## src/rtl/phy_link_monitor.sv

```systemverilog
// Periodically reads the PHY BMSR and a vendor status register over an MDIO driver and
// publishes a debounced link state together with the negotiated speed and duplex.
module phy_link_monitor #(
   parameter logic [23:0] POLL_CYCLES = 24'd1_000_000,
   parameter logic [15:0] TIMEOUT     = 16'd4096,
   parameter logic [4:0]  STAT_REG    = 5'h11,
   parameter logic [1:0]  LINK_STABLE = 2'd2
) (
   input  logic        clk,
   input  logic        rst_n,
   input  logic        poll_en,
   input  logic        op_done,
   input  logic [15:0] op_rd_data,
   input  logic        op_rd_ack,
   output logic        op_exec,
   output logic        op_rh_wl,
   output logic [4:0]  op_addr,
   output logic [15:0] op_wr_data,
   output logic        link_up,
   output logic [1:0]  speed,
   output logic        duplex,
   output logic        status_chg,
   output logic        rd_err
);

   typedef enum logic [2:0] {
      StIdle,
      StRdBmsr,
      StWaitBmsr,
      StRdStat,
      StWaitStat,
      StUpdate
   } state_e;

   state_e      state_q;
   logic [23:0] timer_q;
   logic [15:0] wait_q;
   logic [1:0]  stab_q;
   logic        link_smp_q;
   logic [1:0]  spd_smp_q;
   logic        dup_smp_q;
   logic        res_smp_q;
   logic        chg_pend_q;

   logic        link_nxt;
   logic [1:0]  stab_nxt;
   logic [1:0]  speed_nxt;
   logic        duplex_nxt;
   logic        wait_expired;

   assign op_wr_data   = 16'h0000;
   assign wait_expired = (wait_q == TIMEOUT - 16'd1);

   // Debounce the captured link sample and derive the values UPDATE will commit.
   always_comb begin
      link_nxt   = link_up;
      stab_nxt   = stab_q;
      speed_nxt  = speed;
      duplex_nxt = duplex;
      if (link_smp_q == link_up) begin
         stab_nxt = 2'd0;
      end else if (stab_q + 2'd1 >= LINK_STABLE) begin
         link_nxt = link_smp_q;
         stab_nxt = 2'd0;
      end else begin
         stab_nxt = stab_q + 2'd1;
      end
      if (!link_nxt) begin
         speed_nxt  = 2'b00;
         duplex_nxt = 1'b0;
      end else if (res_smp_q && spd_smp_q != 2'b11) begin
         speed_nxt  = spd_smp_q;
         duplex_nxt = dup_smp_q;
      end
   end

   always_ff @(posedge clk) begin
      if (!rst_n) begin
         state_q    <= StIdle;
         timer_q    <= 24'd0;
         wait_q     <= 16'd0;
         stab_q     <= 2'd0;
         link_smp_q <= 1'b0;
         spd_smp_q  <= 2'b00;
         dup_smp_q  <= 1'b0;
         res_smp_q  <= 1'b0;
         chg_pend_q <= 1'b0;
         op_exec    <= 1'b0;
         op_rh_wl   <= 1'b1;
         op_addr    <= 5'h00;
         link_up    <= 1'b0;
         speed      <= 2'b00;
         duplex     <= 1'b0;
         status_chg <= 1'b0;
         rd_err     <= 1'b0;
      end else begin
         op_exec    <= 1'b0;
         rd_err     <= 1'b0;
         status_chg <= chg_pend_q;
         chg_pend_q <= 1'b0;
         unique case (state_q)
            StIdle: begin
               if (!poll_en) begin
                  timer_q <= 24'd0;
               end else if (timer_q == POLL_CYCLES - 24'd1) begin
                  // op_exec is raised on entry so it is high for the whole RD_BMSR cycle.
                  timer_q  <= 24'd0;
                  state_q  <= StRdBmsr;
                  op_exec  <= 1'b1;
                  op_rh_wl <= 1'b1;
                  op_addr  <= 5'h01;
               end else begin
                  timer_q <= timer_q + 24'd1;
               end
            end
            StRdBmsr: begin
               wait_q  <= 16'd0;
               state_q <= StWaitBmsr;
            end
            StWaitBmsr: begin
               if (op_done) begin
                  if (op_rd_ack) begin
                     rd_err  <= 1'b1;
                     state_q <= StIdle;
                  end else begin
                     link_smp_q <= op_rd_data[2];
                     state_q    <= StRdStat;
                     op_exec    <= 1'b1;
                     op_rh_wl   <= 1'b1;
                     op_addr    <= STAT_REG;
                  end
               end else if (wait_expired) begin
                  rd_err  <= 1'b1;
                  state_q <= StIdle;
               end else begin
                  wait_q <= wait_q + 16'd1;
               end
            end
            StRdStat: begin
               wait_q  <= 16'd0;
               state_q <= StWaitStat;
            end
            StWaitStat: begin
               if (op_done) begin
                  if (op_rd_ack) begin
                     rd_err  <= 1'b1;
                     state_q <= StIdle;
                  end else begin
                     spd_smp_q <= op_rd_data[15:14];
                     dup_smp_q <= op_rd_data[13];
                     res_smp_q <= op_rd_data[11];
                     state_q   <= StUpdate;
                  end
               end else if (wait_expired) begin
                  rd_err  <= 1'b1;
                  state_q <= StIdle;
               end else begin
                  wait_q <= wait_q + 16'd1;
               end
            end
            StUpdate: begin
               link_up    <= link_nxt;
               stab_q     <= stab_nxt;
               speed      <= speed_nxt;
               duplex     <= duplex_nxt;
               chg_pend_q <= (link_nxt != link_up) || (speed_nxt != speed) ||
                             (duplex_nxt != duplex);
               state_q    <= StIdle;
            end
            default: state_q <= StIdle;
         endcase
      end
   end

endmodule
```

## config.mk

```make
export PLATFORM = sky130hd
export DESIGN_NAME = phy_link_monitor
export DESIGN_NICKNAME = d
export VERILOG_FILES = /design/src/rtl/phy_link_monitor.sv
export SDC_FILE = /design/constraint.sdc
export NUM_CORES = 1
export LEC_CHECK = 0
export BUFFER_PORTS_ARGS = -buffer_cell sky130_fd_sc_hd__buf_4
export CAP_MARGIN = 20
export CORE_UTILIZATION = 53
export CTS_BUF_LIST = sky130_fd_sc_hd__clkbuf_16
export DETAILED_ROUTE_END_ITERATION = 10
export PLACE_DENSITY = 0.72
export SKIP_LAST_GASP = 1
export SLEW_MARGIN = 30
export SYNTH_ARGS = -nofsm -noshare
export SYNTH_HDL_FRONTEND = slang
export SYNTH_SLANG_ARGS = --single-unit
```

## constraint.sdc

```tcl
create_clock -name clk -period 5.6 [get_ports clk]
set_clock_uncertainty 0.15 [all_clocks]
set_input_delay 1.12 -clock clk [delete_from_list [all_inputs] [get_ports clk]]
set_output_delay 1.12 -clock clk [all_outputs]
set_load 0.01 [all_outputs]
```

==> impl_summary.log, run 1 <==
INFO  metric detailedPlace.worstSlack = about 2.8 ns
INFO  metric fin_setup_tns = 0 ns
INFO  metric h-tree-depth = 3
INFO  metric fraction_of_final_layout_cells_with_drive_strength_greater_than_1 = 10.9%
INFO  metric synthesis.area = roughly 3200 um^2
INFO  metric setup_ws = ~3.2 ns
INFO  metric largest_family_of_logic_cells_by_synthesized_area = simple AND/OR/NAND/NOR gates
INFO  metric route.detailed.vias_per_inst = slightly below 6
INFO  metric grt_start_max_net_pins = 25
INFO  metric n_antenna_cell = 0
INFO  metric max-vdd-ir-drop = between 0.15 and 0.2 mV
INFO  metric timing.critical_path.cells = buf_4 -> nor2b_1 -> o21ba_2 -> o2111ai_1 -> or4_1 -> a21oi_1
INFO  metric detailed_placement_wirelength_estimate = roughly 4400 um
INFO  metric first_iter_violations = about 140
INFO  metric via_count_of_the_first_global_routing_pass = 2538
INFO  metric synth.largest_area_cell = sky130_fd_sc_hd__dfxtp_1
INFO  metric synth-main-ff-cell = sky130_fd_sc_hd__dfxtp_1
INFO  metric design.die.area = around 6400 um^2
INFO  metric timing.critical_path.from_type = primary input
INFO  metric regArea = approximately 1200 um^2
INFO  metric detailed_routing_iterations_pass_1 = 5
INFO  metric sequential_area_share_after_synthesis = between 30% and 40%
INFO  metric core = between 5000 and 6000 um^2
INFO  metric drv_cap = 0
INFO  metric crit_path_max_fanout = 8
INFO  metric cts_max_path_buffers = 2
INFO  metric maxSlewHeadroom = around half
INFO  metric synthMostInstantiatedCell = sky130_fd_sc_hd__dfxtp_1
INFO  metric synthMuxAreaShare = less than 1%
INFO  metric placement_rows = 27
INFO  metric crit_path_max_delay_cell_type = sky130_fd_sc_hd__or4_1
INFO  metric syn-mean-instance-area = approximately 8.0 um^2
INFO  metric grt.overflow.total = 0
INFO  metric cell_types_occupying_the_most_area_after_synthesis = sky130_fd_sc_hd__dfxtp_1 38%, sky130_fd_sc_hd__buf_4 4.9%, sky130_fd_sc_hd__nand2_1 4.9%, sky130_fd_sc_hd__nor2_1 4.5%, sky130_fd_sc_hd__nand3_1 4.1%
INFO  metric ctsRootBufferMaster = sky130_fd_sc_hd__clkbuf_16
INFO  metric drt_wl_total = about 6600 um
INFO  metric outcome = finished, final reports clean
INFO  metric synthToLayoutAreaGrowth = 10.8%
INFO  metric multiInputGateArea = approximately 1800 um^2
INFO  metric hold_path_class = reg2reg
INFO  metric maxSlewViolCount = 0
INFO  metric drtAntennaViolNets = 0
INFO  metric die_width = between 70 and 80 um
INFO  metric routed-via-count = ~2.9k
INFO  metric fillers = 491
INFO  metric grt_antenna_before_repair = 0
INFO  metric report.final.setup_viol = 0
INFO  metric xor_xnor_fraction_of_synth_area = 4.93%
INFO  metric cts_resized = 0
INFO  metric worst_setup_hold_path_clk_slew = about 0.050 ns
INFO  metric grtUsageTotal = a little under a quarter
INFO  metric post_synth_and_or_nand_nor_area_fraction = 31.7%
INFO  metric cp_data_required_time = between 5 and 6 ns
INFO  metric cp-end-kind = register
INFO  metric post-route-period-util = roughly 44%
INFO  metric synth_largest_type_area_fraction = about 38%
INFO  metric port_buffers = 18
INFO  metric post_synth_num_cell_types = 61
INFO  metric post-route-drc-count = 0
INFO  metric die_h = about 80 um
INFO  metric p_per_area = 273 nW/um^2
INFO  metric achievable_clock_frequency = 409 MHz
INFO  metric synth-edff-count = 0
INFO  metric synth_cells = 398
INFO  metric clock_sink_total = 60
INFO  metric routedWlPerCell = around 14 um
INFO  metric hold-path-cell-count = 1
INFO  metric synth.yosys.warnings = 0
INFO  metric grt_first_pass_wirelength = roughly 11000 um
INFO  metric grt_setup_unrepaired = false
INFO  metric yosys-top-cells-count = 60 x sky130_fd_sc_hd__dfxtp_1, 42 x sky130_fd_sc_hd__nand2_1, 38 x sky130_fd_sc_hd__nor2_1
INFO  metric timing_worst_slew_pin_value = ~0.77 ns
INFO  metric report.final.hold_viol_count = 0
INFO  metric start_util = a little under three fifths
INFO  metric critPathKind = in2reg
INFO  metric synth-seq-cells = 60
INFO  metric tritoncts = yes
INFO  metric slowest_cell_delay_on_critical_path = approximately 0.50 ns
INFO  metric clk_latency = approximately 0.33 ns
INFO  metric reg2regPathDepth = 5
INFO  metric post_synthesis_compound_gate_area_fraction = between 10 and 15%
INFO  metric cellLeakagePower = 1.28 nW
INFO  metric gp_congestion = 0.818
INFO  metric final_net_count = 434
INFO  metric final_period_minus_worst_setup_slack = around 2.4 ns
INFO  metric post_synth_arst_share = 0%
INFO  metric adder_cell_area_share_of_the_yosys_netlist = 1.17%
INFO  metric hold_buffers = 0
INFO  metric cts-buffers-inserted = 9
INFO  metric ios = 50
INFO  metric cts.repair_timing.setup_buffer_count = 0
INFO  metric critPathArrivalTime = ~2.5 ns
INFO  metric p_total = 0.968 mW
registers in the layout, summed over array words and instances, names as in the netlist:
| name | count |
|---|---|
| timer_q | 24 |
| wait_q | 16 |
| state_q | 3 |
| op_addr | 2 |
| spd_smp_q | 2 |
| speed | 2 |
| stab_q | 2 |
| chg_pend_q | 1 |
| dup_smp_q | 1 |
| duplex | 1 |
| link_smp_q | 1 |
| link_up | 1 |
| op_exec | 1 |
| rd_err | 1 |
| res_smp_q | 1 |
| status_chg | 1 |
final timing paths:
path	start	endpoint	slack (ns)
hold / removal	chg_pend_q	status_chg	0.28
setup reg to reg	timer_q[10]	timer_q[19]	3.22
setup / recovery	op_done	wait_q[11]	3.16
hold reg to reg	chg_pend_q	status_chg	0.28
metal layers:
metal | track usage [%] | up-vias | wire [um] | part of all wire (%)
met5 | 0 | - | 0 | 0
met4 | 9.82 | 0 | 86 | 1.3
met3 | 6.29 | 10 | 336 | 5.1
met2 | 35.9 | 84 | 3070 | 47
met1 | 28.7 | 1350 | 3070 | 47
li1 | - | 1409 | - | -
cell usage in the layout, fill, tap and decap left out, types with 5 or more instances in the layout:
master	count
sky130_fd_sc_hd__and3_1	8
sky130_fd_sc_hd__conb_1	20
sky130_fd_sc_hd__a31oi_1	6
sky130_fd_sc_hd__or3_1	7
sky130_fd_sc_hd__o21ai_0	14
sky130_fd_sc_hd__buf_4	18
sky130_fd_sc_hd__xnor2_1	13
sky130_fd_sc_hd__xor2_1	5
sky130_fd_sc_hd__clkbuf_16	9
sky130_fd_sc_hd__inv_1	15
sky130_fd_sc_hd__nor4_1	5
sky130_fd_sc_hd__nor2_1	38
sky130_fd_sc_hd__nand2_1	42
sky130_fd_sc_hd__and2_1	5
sky130_fd_sc_hd__nor3_1	11
sky130_fd_sc_hd__dfxtp_1	60
sky130_fd_sc_hd__or4_1	10
sky130_fd_sc_hd__nand3_1	26
sky130_fd_sc_hd__nand4_1	6
sky130_fd_sc_hd__a21oi_1	23
layout make-up:
class / instances / share of cell area, %
well taps: 72 / 2.54
multi-input cells: 307 / 50.6
clock buffers: 9 / 6.35
clock inverters: 5 / 1.31
inverters: 14 / 1.48
flip-flops and latches: 60 / 33.9
repair buffers: 18 / 3.81
worst max-delay path: cells and delay by family:
kind,cells,cell delay (ns)
simple gates,2,0.66
buf+inv,1,0.13
compound gates,3,0.63
power breakdown:
part / switching (mW) / leakage (nW) / internal (mW)
sequential: 0.000758 / 0.483 / 0.428
combinational: 0.0206 / 0.659 / 0.00715
clock: 0.179 / 0.137 / 0.333
total: 0.200 / 1.28 / 0.768
per-stage QoR:
| stage | instances | utilization, % | instance area (um^2) | hold WS, ns |
|---|---|---|---|---|
| after floorplan | 416 | - | 3270 | 0.262 |
| after global placement | 471 | 57.7 | 3270 | 0.269 |
| after detailed placement | 471 | 57.7 | 3270 | 0.274 |
| after CTS | 485 | 62.5 | 3550 | 0.288 |
| after global routing | 485 | 62.5 | 3550 | 0.298 |
| final | 485 | 62.5 | 3550 | 0.284 |
kinds of logic (layout without fill, tap and decap cells):
group,count (synthesis),in the layout
and+or+nand+nor,188,188
AOI/OAI and AO/OA,75,75
DFF,60,60
buffers and inverters,49,46
xor gates and xnor gates,18,18
adders and majority gates,3,3
muxes,3,3
other,2,20
Power figures use the tool's default switching activity.
==> run 2, diff against run 1 <==
ABC_AREA = 1   (was default)
CORE_UTILIZATION = 52   (was 53)
PLACE_DENSITY = 0.73   (was 0.72)
clock period = 2.15 ns   (was 5.6 ns; I/O delays follow)
==> impl_summary.log, run 2 <==
INFO  metric outcome = finished, final reports clean
INFO  metric start_util = 54.0% (-2.4 points)
INFO  metric maxSlewHeadroom = 65.3% (+16 points)
INFO  metric numPlacedInstances = 662 (+41%)
INFO  metric clk_latency = 0.33 ns (about the same)
INFO  metric drv_cap = 0 (unchanged)
INFO  metric grtUsageTotal = 22.0% (-0.63 points)
INFO  metric routed-via-count = 3401 (+19%)
INFO  metric timing.critical_path.from_type = register
INFO  metric clock_sink_total = 60 (unchanged)
INFO  metric yosys-top-cells-count = 128 x sky130_fd_sc_hd__nand2_1, 84 x sky130_fd_sc_hd__nor2_1, 68 x sky130_fd_sc_hd__inv_1
INFO  metric timing.critical_path.cells = ha_1 -> nand3_2 -> nor2_2 -> nand3_2 -> nand3_4 -> inv_2 -> nand2_1 -> a21oi_1
INFO  metric cts-buffers-inserted = 9 (unchanged)
INFO  metric flip_flop_count_of_the_largest_register_after_layout = 24 (unchanged)
INFO  metric synth-seq-cells = 60 (unchanged)
INFO  metric report.final.hold_viol_count = 0 (unchanged)
INFO  metric synth-edff-count = 0 (unchanged)
INFO  metric post_synth_num_cell_types = 36 (-41%)
INFO  metric final_net_count = 601 (+38%)
INFO  metric tritoncts = yes
INFO  metric cell_types_occupying_the_most_area_after_synthesis = sky130_fd_sc_hd__dfxtp_1 33%, sky130_fd_sc_hd__nand2_1 13%, sky130_fd_sc_hd__nor2_1 8.6%, sky130_fd_sc_hd__inv_1 7.0%, sky130_fd_sc_hd__a21oi_1 4.8%
INFO  metric detailed_routing_iterations_pass_1 = 5 (unchanged)
INFO  metric synthToLayoutAreaGrowth = 11.6%
INFO  metric synth.yosys.warnings = 0 (unchanged)
INFO  metric critPathArrivalTime = 1.98 ns (-0.56 ns)
INFO  metric n_antenna_cell = 0 (unchanged)
INFO  metric synthMostInstantiatedCell = sky130_fd_sc_hd__nand2_1
INFO  metric route.detailed.vias_per_inst = 5.02 (-15%)
INFO  metric final_period_minus_worst_setup_slack = a little under 2 ns
INFO  metric ctsRootBufferMaster = sky130_fd_sc_hd__clkbuf_16
INFO  metric largest_registers = timer_q (24), wait_q (16), state_q (3)
INFO  metric crit_path_max_fanout = 21 (+13)
INFO  metric cts.repair_timing.setup_buffer_count = 0 (unchanged)
INFO  metric timing_worst_slew_pin_value = 0.519 ns (-0.246 ns)
INFO  metric port_buffers = 18 (unchanged)
INFO  metric setup_ws = 0.205 ns (-2.95 ns)
INFO  metric synth_cells = 557 (+40%)
INFO  metric cts_resized = 0 (unchanged)
INFO  metric sequential_area_share_after_synthesis = 32.8% (-4.8 points)
INFO  metric cp_data_required_time = 2.19 ns (-3.51 ns)
INFO  metric post-route-drc-count = 0 (unchanged)
INFO  metric synth.largest_area_cell = sky130_fd_sc_hd__dfxtp_1
INFO  metric cp-end-kind = register
INFO  metric grt_setup_unrepaired = false
INFO  metric leading_cell_type_in_the_layout_fill_and_taps_excluded = sky130_fd_sc_hd__nand2_1
INFO  metric maxSlewViolCount = 0 (unchanged)
INFO  metric p_per_area = 663 nW/um^2 (+140%)
INFO  metric cellLeakagePower = 1.62 nW (+27%)
INFO  metric fillers = 649 (+32%)
INFO  metric design.die.area = 7390 um^2 (+16%)
INFO  metric post_synth_arst_share = 0% (unchanged)
INFO  metric ios = 50 (unchanged)
INFO  metric stdcell_count = 678 (+40%)
INFO  metric max-vdd-ir-drop = 0.516 mV (+200%)
INFO  metric post-route-period-util = 90.4%
INFO  metric synthesis.area = 3670 um^2 (+15%)
INFO  metric gp_congestion = 0.886 (+8.3%)
INFO  metric fin_setup_tns = 0 ns (unchanged)
INFO  metric first_iter_violations = 130 (-9.7%)
INFO  metric report.final.setup_viol = 0 (unchanged)
INFO  metric placement_rows = 30 (+11%)
INFO  metric grt_antenna_before_repair = 0 (unchanged)
INFO  metric grt.overflow.total = 0 (unchanged)
INFO  metric cpMostUsedCell = sky130_fd_sc_hd__nand3_2
INFO  metric syn-mean-instance-area = 6.58 um^2 (-18%)
INFO  metric hold_buffers = 0 (unchanged)
INFO  metric grt_first_pass_wirelength = 13000 um (+16%)
INFO  metric die_h = 86.0 um (+7.8%)
INFO  metric detailed_placement_wirelength_estimate = 5540 um (+25%)
INFO  metric routedWlPerCell = 11.4 um (-16%)
INFO  metric fraction_of_final_layout_cells_with_drive_strength_greater_than_1 = 13.6% (+2.7 points)
INFO  metric synth-main-ff-cell = sky130_fd_sc_hd__dfxtp_1
INFO  metric core = 6790 um^2 (+20%)
INFO  metric grt_start_max_net_pins = 23 (-8.0%)
INFO  metric h-tree-depth = 3 (unchanged)
INFO  metric top_register_by_number_of_flip_flops = timer_q
INFO  metric achievable_clock_frequency = slightly above 500 MHz
INFO  metric detailedPlace.worstSlack = 0.199 ns (-2.62 ns)
INFO  metric crit_path_max_delay_cell_type = sky130_fd_sc_hd__dfxtp_1
INFO  metric synth_largest_type_area_fraction = 32.8% (-4.8 points)
INFO  metric slowest_cell_delay_on_critical_path = 0.41 ns (-0.09 ns)
INFO  metric commonest_cells_after_routing_fill_and_taps_aside = 128 x sky130_fd_sc_hd__nand2_1, 84 x sky130_fd_sc_hd__nor2_1, 69 x sky130_fd_sc_hd__inv_1
INFO  metric worst_setup_hold_path_clk_slew = 0.05 ns (about the same)
INFO  metric critPathKind = reg2reg
INFO  metric drt_wl_total = 7710 um (+17%)
INFO  metric die_width = 86.0 um (+7.8%)
INFO  metric cts_max_path_buffers = 2 (unchanged)
INFO  metric drtAntennaViolNets = 0 (unchanged)
INFO  metric hold_path_class = in2reg
INFO  metric via_count_of_the_first_global_routing_pass = 3066 (+21%)
==> run 2: changes by cell type after synthesis, moves of 9 or more <==
| cell | before | now |
|---|---|---|
| sky130_fd_sc_hd__nand4_1 | 6 | 20 |
| sky130_fd_sc_hd__nand3_1 | 26 | 35 |
| sky130_fd_sc_hd__nor2_1 | 38 | 84 |
| sky130_fd_sc_hd__nand2_1 | 42 | 128 |
| sky130_fd_sc_hd__xnor2_1 | 13 | 1 |
| sky130_fd_sc_hd__inv_1 | 14 | 68 |
| sky130_fd_sc_hd__a21oi_1 | 23 | 35 |
| sky130_fd_sc_hd__or4_1 | 10 | 0 |
==> run 2: critical path, delay by kind of cell, from the launching register on <==
family	cells	cell delay, ns
DFF	1	0.41
buffers and inverters	1	0.14
adders and majority gates	1	0.26
AOI/OAI and AO/OA	1	0.06
and+or+nand+nor	5	0.78
==> run 2: final timing paths <==
kind	start	endpoint	slack, ns	cells after the start
max	wait_q[0]	wait_q[10]	0.21	8
min	op_rd_data[15]	spd_smp_q[1]	0.18	3
max reg2reg	wait_q[0]	wait_q[10]	0.21	8
min reg2reg	chg_pend_q	status_chg	0.27	2
==> run 2: logic make-up (layout without fill, tap and decap cells) <==
family                     Yosys count  after routing  synth area share [%]
AOI/OAI and AO/OA                   59             59                  8.63
xor gates and xnor gates            10             10                  2.39
adders and majority gates            3              3                  1.02
buffers and inverters              106            113                  14.4
DFF                                 60             60                  32.8
other                                2             20                 0.205
and+or+nand+nor                    317            317                  40.6
==> run 2: area by class of cell <==
| cell class | instances | area [um^2] | share of cell area, % |
|---|---|---|---|
| Inverter | 76 | 292 | 7.12 |
| Clock inverter | 7 | 92.6 | 2.26 |
| Tap cell | 96 | 120 | 2.93 |
| Multi-Input combinational cell | 409 | 2000 | 49.0 |
| Clock buffer | 9 | 225 | 5.50 |
| Timing Repair Buffer | 21 | 158 | 3.85 |
| Sequential cell | 60 | 1200 | 29.3 |
==> run 2: metal layers <==
layer / vias up / global-route usage, % / wire length (um)
li1: 1769 / - / -
met1: 1548 / 26.3 / 3600
met2: 67 / 38.0 / 3640
met3: 17 / 4.23 / 283
met4: 0 / 10.6 / 195
met5: - / 0 / 0
==> run 2: where the power goes <==
group	internal [mW]	leakage, nW	switching (mW)	total, mW
Clock	1.01	0.153	0.522	1.53
Combinational	0.0175	0.985	0.0469	0.0645
Sequential	1.11	0.483	0.00155	1.12
==> run 2: per-stage QoR <==
| stage | instance area (um^2) | power, mW | util [%] | hold WS (ns) |
|---|---|---|---|---|
| after floorplan | 3730 | 1.21 | - | 0.240 |
| after global placement | 3770 | 1.20 | 55.6 | 0.253 |
| after detailed placement | 3770 | 1.20 | 55.6 | 0.255 |
| after CTS | 4090 | 2.73 | 60.2 | 0.181 |
| after global routing | 4090 | 2.78 | 60.2 | 0.183 |
| final | 4090 | 2.71 | 60.2 | 0.183 |
==> run 3, diff against run 2 <==
RECOVER_POWER = 50   (was default)
==> impl_summary.log, run 3 (same netlist as run 2, synthesis figures left out) <==
INFO  metric outcome = finished, final reports clean
INFO  metric hold_buffers = 0 (unchanged)
INFO  metric maxSlewViolCount = 0 (unchanged)
INFO  metric core = 6790 um^2 (unchanged)
INFO  metric final_core_util = 59.3% (-0.90 points)
INFO  metric fin_setup_tns = 0 ns (unchanged)
INFO  metric h-tree-depth = 3 (unchanged)
INFO  metric start_util = 54.0% (unchanged)
INFO  metric fillers = 662 (+2.0%)
INFO  metric final_period_minus_worst_setup_slack = 1.94 ns (-0.00247 ns)
INFO  metric crit_path_max_fanout = 21 (unchanged)
INFO  metric rr_startpoint = wait_q[0]
INFO  metric ios = 50 (unchanged)
INFO  metric routed-via-count = 3404 (+0.088%)
INFO  metric tritoncts = yes
INFO  metric postLayoutCellArea = 4030 um^2 (-1.5%)
INFO  metric gp_congestion = 0.886 (unchanged)
INFO  metric synthToLayoutAreaGrowth = 9.97%
INFO  metric leading_cell_type_in_the_layout_fill_and_taps_excluded = sky130_fd_sc_hd__nand2_1
INFO  metric worst_setup_hold_path_clk_slew = 0.05 ns (about the same)
INFO  metric p_total = 2.71 mW (-0.11%)
INFO  metric grt.overflow.total = 0 (unchanged)
INFO  metric report.final.setup_viol = 0 (unchanged)
INFO  metric routedWlPerCell = 11.3 um (-0.69%)
INFO  metric first_iter_violations = 128 (-1.5%)
INFO  metric timing_worst_slew_pin_value = 0.805 ns (+0.285 ns)
INFO  metric top_register_by_number_of_flip_flops = timer_q
INFO  metric ctsRootBufferMaster = sky130_fd_sc_hd__clkbuf_16
INFO  metric clk_latency = 0.33 ns (about the same)
INFO  metric grt_antenna_before_repair = 0 (unchanged)
INFO  metric achievable_clock_frequency = 515 MHz (+0.13%)
INFO  metric cts_resized = 0 (unchanged)
INFO  metric die_width = 86.0 um (unchanged)
INFO  metric regArea = 1200 um^2 (unchanged)
INFO  metric grt_setup_unrepaired = false
INFO  metric n_antenna_cell = 0 (unchanged)
INFO  metric detailedPlace.worstSlack = 0.199 ns (unchanged)
INFO  metric detailed_placement_wirelength_estimate = 5540 um (unchanged)
INFO  metric hold_start = op_rd_data[15]
INFO  metric cts.repair_timing.setup_buffer_count = 0 (unchanged)
INFO  metric maxSlewHeadroom = 46.4% (-19 points)
INFO  metric die_h = 86.0 um (unchanged)
INFO  metric fraction_of_final_layout_cells_with_drive_strength_greater_than_1 = 10.8% (-2.7 points)
INFO  metric slowest_cell_delay_on_critical_path = 0.41 ns (about the same)
INFO  metric cts-buffers-inserted = 9 (unchanged)
INFO  metric cpMostUsedCell = sky130_fd_sc_hd__nand3_2
INFO  metric drtAntennaViolNets = 0 (unchanged)
INFO  metric hold_path_class = in2reg
INFO  metric cellLeakagePower = 1.57 nW (-3.0%)
INFO  metric critPathKind = reg2reg
INFO  metric cts_max_path_buffers = 2 (unchanged)
INFO  metric grt_first_pass_wirelength = 13000 um (unchanged)
INFO  metric grtUsageTotal = 22.0% (unchanged)
INFO  metric design.die.area = 7390 um^2 (unchanged)
INFO  metric commonest_cells_after_routing_fill_and_taps_aside = 129 x sky130_fd_sc_hd__nand2_1, 86 x sky130_fd_sc_hd__nor2_1, 70 x sky130_fd_sc_hd__inv_1
INFO  metric clock_sink_total = 60 (unchanged)
INFO  metric final_net_count = 601 (unchanged)
INFO  metric finalHoldWorstSlack = 0.182 ns (-0.00103 ns)
INFO  metric stdcell_count = 678 (unchanged)
INFO  metric placement_rows = 30 (unchanged)
INFO  metric largest_registers = timer_q (24), wait_q (16), state_q (3)
INFO  metric setup_ws = 0.208 ns (+0.00247 ns)
INFO  metric r2r_slack = 0.21 ns (about the same)
INFO  metric detailed_routing_iterations_pass_1 = 5 (unchanged)
INFO  metric drv_cap = 0 (unchanged)
INFO  metric cp-end-kind = register
INFO  metric critPathArrivalTime = 1.98 ns (about the same)
INFO  metric report.final.hold_viol_count = 0 (unchanged)
INFO  metric reg2regPathDepth = 8 (unchanged)
INFO  metric post-route-period-util = 90.3% (-0.11 points)
INFO  metric numPlacedInstances = 662 (unchanged)
INFO  metric max-vdd-ir-drop = 0.516 mV (about the same)
INFO  metric worstReg2RegEnd = wait_q[10]
INFO  metric hold-path-cell-count = 3 (unchanged)
INFO  metric cp_data_required_time = 2.19 ns (about the same)
INFO  metric p_per_area = 672 nW/um^2 (+1.4%)
INFO  metric via_count_of_the_first_global_routing_pass = 3066 (unchanged)
INFO  metric placed_area = 3770 um^2 (unchanged)
INFO  metric flip_flop_count_of_the_largest_register_after_layout = 24 (unchanged)
INFO  metric grt_start_max_net_pins = 23 (unchanged)
INFO  metric port_buffers = 18 (unchanged)
INFO  metric timing.critical_path.cells = ha_1 -> nand3_2 -> nor2_2 -> nand3_2 -> nand3_4 -> inv_2 -> nand2_1 -> a21oi_1
INFO  metric crit_path_max_delay_cell_type = sky130_fd_sc_hd__dfxtp_1
INFO  metric timing.critical_path.from_type = register
INFO  metric route.detailed.vias_per_inst = 5.02 (about the same)
INFO  metric drt_wl_total = 7660 um (-0.69%)
INFO  metric multiInputGateArea = 1990 um^2 (-0.87%)
INFO  metric post-route-drc-count = 0 (unchanged)
INFO  metric hold-path-endpoint = spd_smp_q[1]
[run 3: where the power goes]
group / internal, mW / total [mW] / switching, mW
Clock: 1.01 / 1.53 / 0.521
Sequential: 1.11 / 1.12 / 0.00156
Combinational: 0.0161 / 0.0629 / 0.0468
Total: 2.14 / 2.71 / 0.569
[run 3: final cells by class]
cell class                 count  area share, %
multi-input combinational    409           49.3
sequential                    60           29.8
inverter                      76           7.23
clock buffer                   9           5.59
tap                           96           2.98
timing repair buffer          21           2.82
clock inverter                 7           2.30
[run 3: worst max-delay path, delay by kind of cell (launching register included)]
family / cells / cell delay, ns
and+or+nand+nor: 5 / 0.78
adders and majority gates: 1 / 0.26
buffers and inverters: 1 / 0.14
AOI/OAI and AO/OA: 1 / 0.06
DFF: 1 / 0.41
[run 3: how the worst max path moves through the flow]
stage               cells past startpoint      start         end
detailed placement                      8  wait_q[0]  wait_q[10]
global placement                        8  wait_q[0]  wait_q[11]
CTS                                     8  wait_q[0]  wait_q[10]
floorplan                               8  stab_q[0]  chg_pend_q
finish                                  8  wait_q[0]  wait_q[10]
global route                            8  wait_q[0]  wait_q[11]
[run 3: routing by layer]
layer  track usage (%)  up-vias  share of wire (%)
met3              4.23       17                3.8
met5                 0        -                  0
li1                  -     1775                  -
met1              26.3     1535                 46
met2              38.0       77                 48
met4              10.6        0                2.4
